===== config.mk =====
export PLATFORM = sky130hd
export DESIGN_NAME = moonbase_bus_bridge
export DESIGN_NICKNAME = d
export VERILOG_FILES = /design/src/rtl/moonbase_bus_pkg.sv /design/src/rtl/moonbase_nibble_ram.sv /design/src/rtl/moonbase_bus_bridge.sv
export SDC_FILE = /design/constraint.sdc
export NUM_CORES = 2
export LEC_CHECK = 0
export CELL_PAD_IN_SITES_DETAIL_PLACEMENT = 1
export CELL_PAD_IN_SITES_GLOBAL_PLACEMENT = 2
export CORE_MARGIN = 8
export CORE_UTILIZATION = 45
export DETAILED_ROUTE_END_ITERATION = 10
export HOLD_SLACK_MARGIN = 0.03
export PLACE_DENSITY = 0.72
export REMOVE_ABC_BUFFERS = 1
export SLEW_MARGIN = 20
export SYNTH_ARGS = -nofsm -noshare
export SYNTH_HDL_FRONTEND = slang
export SYNTH_SLANG_ARGS = --single-unit

===== constraint.sdc =====
create_clock -name clk -period 38.9 [get_ports clk]
set_input_delay 11.67 -clock clk [delete_from_list [all_inputs] [get_ports clk]]
set_output_delay 11.67 -clock clk [all_outputs]
set_load 0.03 [all_outputs]

===== src/rtl/moonbase_bus_pkg.sv =====
// ---------------------------------------------------------------------------
// moonbase_bus_pkg
//   Shared definitions for the moonbase external-bus bridge: bit positions of
//   the multiplexed CPU output bus, bank encodings for the nibble RAM, nibble
//   width, and the program-loader state type.
// ---------------------------------------------------------------------------
package moonbase_bus_pkg;

    // Bit positions inside the CPU's 8-bit io_out bus.
    localparam int STROBE   = 7;  // 1: bus carries an address
    localparam int BANK     = 6;  // data phase: 1 code, 0 data
    localparam int RAM_WE_N = 5;  // data phase: RAM write, active low
    localparam int DEV_WE_N = 4;  // data phase: device write, active low

    // Width of one bus data nibble / one RAM word.
    localparam int NIB_W = 4;

    // Bank select values (top bit of the RAM index).
    localparam logic BANK_CODE = 1'b1;
    localparam logic BANK_DATA = 1'b0;

    // Program loader: IDLE lets the CPU run, LOAD holds it in reset while
    // code memory is filled, RELEASE adds one more reset cycle at the end.
    typedef enum logic [1:0] {
        IDLE    = 2'd0,
        LOAD    = 2'd1,
        RELEASE = 2'd2
    } loader_state_t;

endpackage


===== src/rtl/moonbase_nibble_ram.sv =====
// ---------------------------------------------------------------------------
// moonbase_nibble_ram
//   2**AW x DW storage with one synchronous write port and one asynchronous
//   read port. A read of the address being written in the same cycle returns
//   the old contents (the write lands on the clock edge).
//
// Ports:
//   clk    in   clock
//   we     in   write enable, sampled on the rising edge
//   waddr  in   AW  write address
//   wdata  in   DW  write data
//   raddr  in   AW  read address (combinational read)
//   rdata  out  DW  read data
// ---------------------------------------------------------------------------
module moonbase_nibble_ram #(
    parameter int AW = 9,
    parameter int DW = 4
) (
    input  logic          clk,
    input  logic          we,
    input  logic [AW-1:0] waddr,
    input  logic [DW-1:0] wdata,
    input  logic [AW-1:0] raddr,
    output logic [DW-1:0] rdata
);

    logic [DW-1:0] mem [0:(1<<AW)-1];

    // NOTE: the array has no reset; clearing it would turn a RAM macro into
    // a huge flop bank, and loaded code must survive a CPU reset anyway.
    always_ff @(posedge clk) begin
        if (we) begin
            mem[waddr] <= wdata;
        end
    end

    assign rdata = mem[raddr];

endmodule


===== src/rtl/moonbase_bus_bridge.sv =====
// ---------------------------------------------------------------------------
// moonbase_bus_bridge
//   External-bus target for the 8-bit moonbase CPU. Demultiplexes the CPU's
//   8-bit output bus into an address latch, a nibble-paired code/data RAM and
//   a small device port, and returns 6 read-data bits. A nibble-serial loader
//   can hold the CPU in reset while it fills the code bank.
//
// Parameters:
//   ABITS  width of the latched bus address (7)
//   DEV_W  device write-data width; must equal the bus nibble width (4)
//
// Ports:
//   clk         in   clock
//   reset       in   synchronous, active-high reset
//   cpu_bus     in   8      CPU io_out (strobe / address / control / wdata)
//   cpu_rd      out  6      to CPU io_in[7:2]: {dev_rdata, ram nibble}
//   cpu_reset   out  1      to CPU io_in[1]
//   load_en     in   1      loader active
//   load_valid  in   1      load_data qualifier
//   load_data   in   4      nibble to load into the code bank
//   dev_addr    out  ABITS  latched address for devices
//   dev_wdata   out  DEV_W  device write data
//   dev_we      out  1      one-cycle device write pulse
//   dev_rdata   in   2      device read data at dev_addr
// ---------------------------------------------------------------------------
module moonbase_bus_bridge
    import moonbase_bus_pkg::*;
#(
    parameter int ABITS = 7,
    parameter int DEV_W = 4
) (
    input  logic             clk,
    input  logic             reset,
    input  logic [7:0]       cpu_bus,
    output logic [5:0]       cpu_rd,
    output logic             cpu_reset,
    input  logic             load_en,
    input  logic             load_valid,
    input  logic [NIB_W-1:0] load_data,
    output logic [ABITS-1:0] dev_addr,
    output logic [DEV_W-1:0] dev_wdata,
    output logic             dev_we,
    input  logic [1:0]       dev_rdata
);

    // RAM index is {bank, address, nibble}; the loader covers the whole code
    // bank, so its pointer is one bit wider than the bus address.
    localparam int MEM_AW     = ABITS + 2;
    localparam int LOAD_PTR_W = ABITS + 1;

    loader_state_t          state;
    logic [ABITS-1:0]       addr_latch;
    logic                   nib;
    logic [LOAD_PTR_W-1:0]  load_ptr;
    logic                   cpu_reset_q;

    logic                   strobe;
    logic                   cpu_owns_bus;
    logic                   cpu_ram_we;
    logic                   cpu_dev_we;
    logic                   load_we;
    logic [MEM_AW-1:0]      cpu_index;
    logic                   ram_we;
    logic [MEM_AW-1:0]      ram_waddr;
    logic [NIB_W-1:0]       ram_wdata;
    logic [NIB_W-1:0]       ram_rdata;

    assign strobe    = cpu_bus[STROBE];
    assign cpu_index = {cpu_bus[BANK], addr_latch, nib};

    // The CPU may only write while the loader is idle and not under reset.
    assign cpu_owns_bus = (state == IDLE) && !reset;
    assign cpu_ram_we   = cpu_owns_bus && !strobe && !cpu_bus[RAM_WE_N];
    assign cpu_dev_we   = cpu_owns_bus && !strobe && !cpu_bus[DEV_WE_N];
    assign load_we      = (state == LOAD) && load_valid && !reset;

    // Loader and CPU writes are mutually exclusive by state; the loader
    // still takes the port first.
    assign ram_we    = load_we || cpu_ram_we;
    assign ram_waddr = load_we ? {BANK_CODE, load_ptr} : cpu_index;
    assign ram_wdata = load_we ? load_data : cpu_bus[NIB_W-1:0];

    moonbase_nibble_ram #(
        .AW (MEM_AW),
        .DW (NIB_W)
    ) u_ram (
        .clk   (clk),
        .we    (ram_we),
        .waddr (ram_waddr),
        .wdata (ram_wdata),
        .raddr (cpu_index),
        .rdata (ram_rdata)
    );

    // During an address strobe the bus carries no bank bit, so the RAM
    // nibble is forced to zero rather than showing an arbitrary location.
    assign cpu_rd    = {dev_rdata, (strobe ? {NIB_W{1'b0}} : ram_rdata)};
    assign dev_addr  = addr_latch;

    // The CPU also sees reset combinationally while reset is asserted.
    assign cpu_reset = reset || cpu_reset_q;

    // Address latch and nibble pairing: two successive data-phase cycles at
    // one address select nibble 0 then nibble 1.
    // NOTE: sequential state uses non-blocking assignments so every flop
    // samples the pre-edge values regardless of statement order.
    always_ff @(posedge clk) begin
        if (reset) begin
            addr_latch <= '0;
            nib        <= 1'b0;
        end else if (strobe) begin
            addr_latch <= cpu_bus[ABITS-1:0];
            nib        <= 1'b0;
        end else begin
            nib        <= ~nib;
        end
    end

    // Device write port: registered pulse, data held until the next write.
    always_ff @(posedge clk) begin
        if (reset) begin
            dev_we    <= 1'b0;
            dev_wdata <= '0;
        end else begin
            dev_we <= cpu_dev_we;
            if (cpu_dev_we) begin
                dev_wdata <= cpu_bus[DEV_W-1:0];
            end
        end
    end

    // Loader FSM. cpu_reset_q is set from the next state so that the CPU
    // reset output is registered and lines up with LOAD/RELEASE; reset
    // itself leaves it high for one more cycle.
    always_ff @(posedge clk) begin
        if (reset) begin
            state       <= IDLE;
            load_ptr    <= '0;
            cpu_reset_q <= 1'b1;
        end else begin
            case (state)
                IDLE: begin
                    if (load_en) begin
                        state       <= LOAD;
                        load_ptr    <= '0;
                        cpu_reset_q <= 1'b1;
                    end else begin
                        cpu_reset_q <= 1'b0;
                    end
                end
                LOAD: begin
                    // A nibble offered on the cycle load_en drops is kept.
                    if (load_valid) begin
                        load_ptr <= load_ptr + LOAD_PTR_W'(1);
                    end
                    if (!load_en) begin
                        state <= RELEASE;
                    end
                    cpu_reset_q <= 1'b1;
                end
                RELEASE: begin
                    state       <= IDLE;
                    cpu_reset_q <= 1'b0;
                end
                default: begin
                    state       <= IDLE;
                    cpu_reset_q <= 1'b1;
                end
            endcase
        end
    end

endmodule


Word-level counts from Yosys, hierarchy flattened
Memories as Yosys holds them, arrays and structs flattened.
Index checks and enable logic that the tools add are counted.
{"block": "totals", "mem_bits_rw": 2048, "regBits": 24, "word_cells": 45, "in_bits": 18, "memories": 1}
{"block": "op_classes", "bitwise": 1, "addsub": 1, "muxes": 13, "eq_ne": 5, "reduce_logical": 17}
{"memory": "u_ram.mem", "words": 512, "word_bits": 4, "rd": 1, "rd_clocked_by_memory_dff": 0, "write_ports": 1, "line_no": "moonbase_nibble_ram.sv:27", "text": "logic [DW-1:0] mem [0:(1<<AW)-1];"}
{"operator": "$mux 8", "count": 2}
{"operator": "$pmux 8 s2", "count": 1}
{"operator": "$mux 9", "count": 1}
{"operator": "$add 8x1->8 const B", "count": 1}
{"operator": "$mux 4", "count": 2}
{"operator": "$logic_and 1x1->1", "count": 6}
{"operator": "$ne 2x2->1 const B", "count": 3}
{"operator": "$logic_not 1->1", "count": 4}
{"operator": "$mux 2", "count": 2}
{"operator": "$pmux 2 s2", "count": 1}
{"operator": "$mux 1", "count": 3}
{"operator": "$reduce_and 3->1", "count": 1}
{"operator": "$eq 2x1->1 const B", "count": 1}
{"operator": "$eq 2x2->1 const B", "count": 1}
{"operator": "$logic_not 2->1", "count": 1}
{"operator": "$logic_or 1x1->1", "count": 2}
{"operator": "$pmux 1 s2", "count": 1}
{"operator": "$reduce_and 2->1", "count": 1}
{"operator": "$reduce_bool 2->1", "count": 1}
{"operator": "$reduce_or 2->1", "count": 1}
{"operator": "$not 1->1", "count": 1}

Longest topological paths before layout
{"block": "depth", "ltp_word": 7, "mapped_depth": 13, "ltp_nobuf": 7}

By module
A second synthesis with hierarchy kept.
{"block": "hier_totals", "cells_unflattened": 4525, "hier_area_um2": 82713.1}
{"mod": "moonbase_nibble_ram", "n_inst": 1, "area_each_um2": 81524.4, "cells_per_inst": 4399}
{"mod": "moonbase_bus_bridge", "n_inst": 1, "area_each_um2": 1188.6, "cells_per_inst": 126}

Worst setup path after synthesis
Ideal clock, no wire load.
{"block": "synth_timing", "path_kind": "input -> output", "start": "input port cpu_bus[7]", "end": "output port cpu_rd[1]", "setup_slack_ps": 13914, "arrival_ps": 13316, "path_buffers": 1, "stages": 7, "path_cell_list": "buf_1 nor2_1 o41ai_1 a211o_1 a211oi_1 a22oi_1 o221ai_1"}
{"block": "synth_between", "elab_chain_cells": 1}
{"item": "from (decl)", "line_no": "moonbase_bus_bridge.sv:34", "text": "input logic [7:0] cpu_bus,"}
{"item": "$mux 4", "line_no": "moonbase_bus_bridge.sv:97", "text": "assign cpu_rd = {dev_rdata, (strobe ? {NIB_W{1'b0}} : ram_rdata)};"}
{"item": "to (decl)", "line_no": "moonbase_bus_bridge.sv:35", "text": "output logic [5:0] cpu_rd,"}
No other way between the ends.

Worst setup path after layout
Ends and elaborated chain as after synthesis.

==> flow_results.xml <==
<?xml version="1.0" encoding="UTF-8"?>
<metrics>
  <group name="outcome">
    <metric name="status" unit="">finished, final reports clean</metric>
  </group>
  <group name="yosys">
    <metric name="synth_cell_type_count" unit="">71</metric>
    <metric name="synth_common_cells" unit="">sky130_fd_sc_hd__edfxtp_1, sky130_fd_sc_hd__nor2_1, sky130_fd_sc_hd__mux4_2, sky130_fd_sc_hd__mux2i_1, sky130_fd_sc_hd__clkbuf_1</metric>
    <metric name="yosys.area_share.simple" unit="">0.0460</metric>
    <metric name="synth.area.top_cells" unit="">sky130_fd_sc_hd__edfxtp_1, sky130_fd_sc_hd__mux4_2, sky130_fd_sc_hd__nor2_1</metric>
    <metric name="synth_top_flop_cell" unit="">sky130_fd_sc_hd__edfxtp_1</metric>
    <metric name="synth_cells" unit="">4372</metric>
    <metric name="synth.yosys.warnings" unit="">0</metric>
    <metric name="synth_compound_gate_area_share" unit="">0.0355</metric>
    <metric name="seq_total_area_yosys" unit="">0.751</metric>
    <metric name="combinational_family_with_the_most_area_after_synthesis" unit="">multiplexers</metric>
    <metric name="synthXorXnorAreaFrac" unit="">0.000637</metric>
    <metric name="edff_count_synth" unit="">2048</metric>
    <metric name="synth_top_area_share" unit="">0.745</metric>
    <metric name="async_flop_share" unit="">0</metric>
    <metric name="synthesis.area_per_instance" unit="sq um">18.9</metric>
    <metric name="synth_largest_area_cell" unit="">sky130_fd_sc_hd__edfxtp_1</metric>
    <metric name="synthMuxAreaShare" unit="">0.146</metric>
    <metric name="synth.ff_latch_count" unit="">2072</metric>
    <metric name="post_synth_fa_ha_maj_area_fraction" unit="">0.000152</metric>
    <metric name="synth.most_common_cell" unit="">sky130_fd_sc_hd__edfxtp_1</metric>
    <metric name="synthesis.area" unit="sq mm">0.0825</metric>
  </group>
  <group name="placed_design">
    <metric name="routabilityCongestion" unit="">0.820</metric>
    <metric name="place.port_buffers" unit="">32</metric>
    <metric name="dp_worst_setup_slack" unit="ns">12.32</metric>
    <metric name="post-dp-hpwl" unit="mm">129</metric>
  </group>
  <group name="critical_path">
    <metric name="cp_data_arrival_time" unit="ns">14.84</metric>
    <metric name="critPathMaxStageDelay" unit="ns">0.78</metric>
    <metric name="crit-reg2reg-capture" unit="">u_ram.mem[150][1]$_DFFE_PP_</metric>
    <metric name="worstPathCellList" unit="">clkdlybuf4s50_1, nor2_1, o41ai_1, a211o_1, a211oi_1, a22oi_1, o221ai_1, clkdlybuf4s50_1</metric>
    <metric name="timing.critical_path.required" unit="ns">27.23</metric>
    <metric name="critical_path.slowest_cell" unit="">sky130_fd_sc_hd__clkdlybuf4s50_1</metric>
    <metric name="worst-r2r-cell-count" unit="">8</metric>
    <metric name="timing.critical_path.from_type" unit="">input port</metric>
    <metric name="critPathMaxFanout" unit="">12</metric>
    <metric name="criticalPathCategory" unit="">input port to primary output</metric>
    <metric name="timing.critical_path.to_type" unit="">primary output</metric>
    <metric name="crit_buf_inv" unit="">2</metric>
    <metric name="timing.reg2reg.setup_slack" unit="ns">33.92</metric>
    <metric name="critical_path.reg2reg.startpoint" unit="">dev_addr[1]$_SDFFE_PP0P_</metric>
    <metric name="critPathTopFamily" unit="">buffers and inverters</metric>
    <metric name="critical_path_cell_count" unit="">8</metric>
    <metric name="crit_top_cell" unit="">sky130_fd_sc_hd__clkdlybuf4s50_1</metric>
  </group>
  <group name="global_routing">
    <metric name="grt_antenna_before_repair" unit="">2</metric>
    <metric name="grt_first_pass_wirelength" unit="mm">321</metric>
    <metric name="pin_count_of_the_biggest_net_entering_global_routing" unit="">225</metric>
    <metric name="number_of_global_route_vias_before_repair" unit="">44400</metric>
    <metric name="global_route.usage.total" unit="">0.221</metric>
    <metric name="grt_overflow" unit="">0</metric>
  </group>
  <group name="min_path">
    <metric name="holdCritStartpoint" unit="">dev_wdata[0]$_SDFFE_PP0P_</metric>
    <metric name="min_delay_path_depth" unit="">2</metric>
    <metric name="min_path_type" unit="">flop to flop</metric>
    <metric name="timing.hold.worst_endpoint" unit="">dev_wdata[0]$_SDFFE_PP0P_</metric>
  </group>
  <group name="floorplan">
    <metric name="overall_die_height" unit="um">444</metric>
    <metric name="die_area" unit="sq mm">0.197</metric>
    <metric name="std_cell_rows" unit="">157</metric>
    <metric name="core-area" unit="sq mm">0.183</metric>
    <metric name="die_width" unit="um">444</metric>
    <metric name="ios" unit="">37</metric>
    <metric name="initial_core_util" unit="">0.452</metric>
  </group>
  <group name="route">
    <metric name="ant_nets" unit="">0</metric>
    <metric name="vias" unit="">42000</metric>
    <metric name="post-route-drc-count" unit="">0</metric>
    <metric name="detailedRoute.firstPassIterationCount" unit="">5</metric>
    <metric name="detail_route.iter0.violations" unit="">3792</metric>
    <metric name="wl_per_cell" unit="um">31.9</metric>
    <metric name="postRouteWirelength" unit="mm">222</metric>
    <metric name="via_per_inst" unit="">6.04</metric>
  </group>
  <group name="cts">
    <metric name="ctsLongestPathBuffers" unit="">3</metric>
    <metric name="clock_transition_time_at_the_flip_flop_clock_pins_of_the_worst_setup_and_hold_paths" unit="ns">0.06</metric>
    <metric name="postCtsSetupBuffers" unit="">0</metric>
    <metric name="ctsResizeCount" unit="">0</metric>
    <metric name="post_cts_hold_buffer_count" unit="">0</metric>
    <metric name="clock_sinks" unit="">2072</metric>
    <metric name="tritoncts.num_buffers" unit="">207</metric>
    <metric name="clk_root_buffer_cell" unit="">sky130_fd_sc_hd__clkbuf_16</metric>
    <metric name="cts_tree" unit="">done</metric>
    <metric name="clock_latency" unit="ns">0.83</metric>
    <metric name="htree_levels" unit="">4</metric>
  </group>
  <group name="pwr">
    <metric name="worst_ir_drop_vdd" unit="mV">0.0402</metric>
    <metric name="pwr_density_cell" unit="mW/mm^2">50.7</metric>
    <metric name="leakage" unit="nW">27.3</metric>
  </group>
  <group name="job">
    <metric name="cap_violations" unit="">0</metric>
  </group>
  <group name="sta">
    <metric name="final-hold-violation-count" unit="">0</metric>
    <metric name="final.min_clock_period" unit="ns">26.51</metric>
    <metric name="setup_viol" unit="">0</metric>
    <metric name="worst_slew_pin_slew" unit="ns">1.15</metric>
    <metric name="setup_ws" unit="ns">12.39</metric>
    <metric name="report.final.slew_viol_count" unit="">0</metric>
    <metric name="period_share" unit="">0.681</metric>
    <metric name="clock_skew" unit="ns">0.0250</metric>
    <metric name="timing.slew.headroom" unit="">0.236</metric>
    <metric name="setup_repair_after_global_routing_missed_its_margin" unit="">no</metric>
    <metric name="max_clock_freq" unit="MHz">37.7</metric>
    <metric name="tns" unit="ns">0</metric>
  </group>
  <group name="cells_and_area">
    <metric name="fillers" unit="">16500</metric>
    <metric name="nets" unit="">4419</metric>
    <metric name="area_delta_synth_final" unit="%">10.8</metric>
    <metric name="post_route_cells_drive_above_1_share" unit="">0.187</metric>
  </group>
</metrics>
## placed cells by master, fill, tap and decap left out, types with 18 or more instances in the layout
master,Yosys,layout
sky130_fd_sc_hd__dfxtp_1,24,18
sky130_fd_sc_hd__nor3_1,32,31
sky130_fd_sc_hd__clkinv_1,1,48
sky130_fd_sc_hd__o21ai_0,34,33
sky130_fd_sc_hd__clkinv_2,0,39
sky130_fd_sc_hd__clkbuf_16,0,209
sky130_fd_sc_hd__mux4_2,424,424
sky130_fd_sc_hd__clkdlybuf4s50_1,0,32
sky130_fd_sc_hd__o221ai_1,65,65
sky130_fd_sc_hd__nand4_1,19,19
sky130_fd_sc_hd__a21oi_1,83,83
sky130_fd_sc_hd__mux2i_1,221,221
sky130_fd_sc_hd__a22oi_1,73,73
sky130_fd_sc_hd__nor2_1,602,601
sky130_fd_sc_hd__o22ai_1,37,37
sky130_fd_sc_hd__mux2_2,24,24
sky130_fd_sc_hd__edfxtp_1,2048,2048
sky130_fd_sc_hd__nand2_1,155,137
sky130_fd_sc_hd__clkbuf_1,168,54
sky130_fd_sc_hd__nand3_1,20,19
sky130_fd_sc_hd__buf_4,22,76
sky130_fd_sc_hd__a221oi_1,23,23
## cell type report
class	instances	area [sq um]	area share
sequential	2072	62000	0.678
multi-input combinational	1999	19100	0.208
clock buffer	263	5430	0.0594
tap	2385	2980	0.0326
timing repair buffer	117	1040	0.0113
clock inverter	114	913	0.00999
inverter	3	12.5	0.000137
antenna	1	2.50	0.0000274
## through the flow
step / power, mW / instances / hold WS [ns] / cell area [sq um] / utilization
finish: 4.63 / 6954 / 0.510 / 91400 / 0.501
global route: 4.75 / 6954 / 0.546 / 91400 / 0.501
CTS: 4.67 / 6953 / 0.510 / 91400 / 0.500
detailed placement: 2.78 / 6576 / 0.492 / 85100 / 0.466
global placement: 2.78 / 6576 / 0.481 / 85000 / 0.466
floorplan: 2.80 / 4074 / 0.497 / 80800 / -
## tightest hold or removal path, cell delays in order (launching register included)
cell                      delay, ns
sky130_fd_sc_hd__dfxtp_1       0.33
sky130_fd_sc_hd__mux2i_1       0.07
sky130_fd_sc_hd__nor2_1        0.08
## state kept, by name (all words and copies together) (netlist names)
signal / cells
cpu_reset_q: 1
dev_wdata: 4
load_ptr: 8
dev_we: 1
dev_addr: 7
nib: 1
u_ram.mem: 2048
state: 2
## worst max path at each step
stage / from / to / slack [ns]
2_1_floorplan: nib$_SDFF_PP0_ / cpu_rd[2] / 0.75
3_3_place_gp: cpu_bus[7] / cpu_rd[1] / 12.29
3_5_place_dp: cpu_bus[7] / cpu_rd[3] / 12.32
4_1_cts: cpu_bus[7] / cpu_rd[3] / 12.31
5_1_grt: cpu_bus[7] / cpu_rd[1] / 12.12
6_report: cpu_bus[7] / cpu_rd[1] / 12.39
## cells by family after synthesis
group,count (synthesis)
compound gates,413
mux,670
xor+xnor,6
fa+ha+maj,1
simple gates,909
buf+inv,301
flops,2072
## layer usage
layer	GRT usage	part of all wire
met1	0.301	0.42
met2	0.375	0.50
met3	0.0326	0.050
met4	0.0616	0.027
met5	0	0
## report_power, final
group	total [mW]	switching (mW)	internal (mW)
logic	0.262	0.180	0.0820
clock network	1.90	0.835	1.06
registers	2.47	0.00520	2.47
No activity file was read; power rests on OpenSTA's default activity.
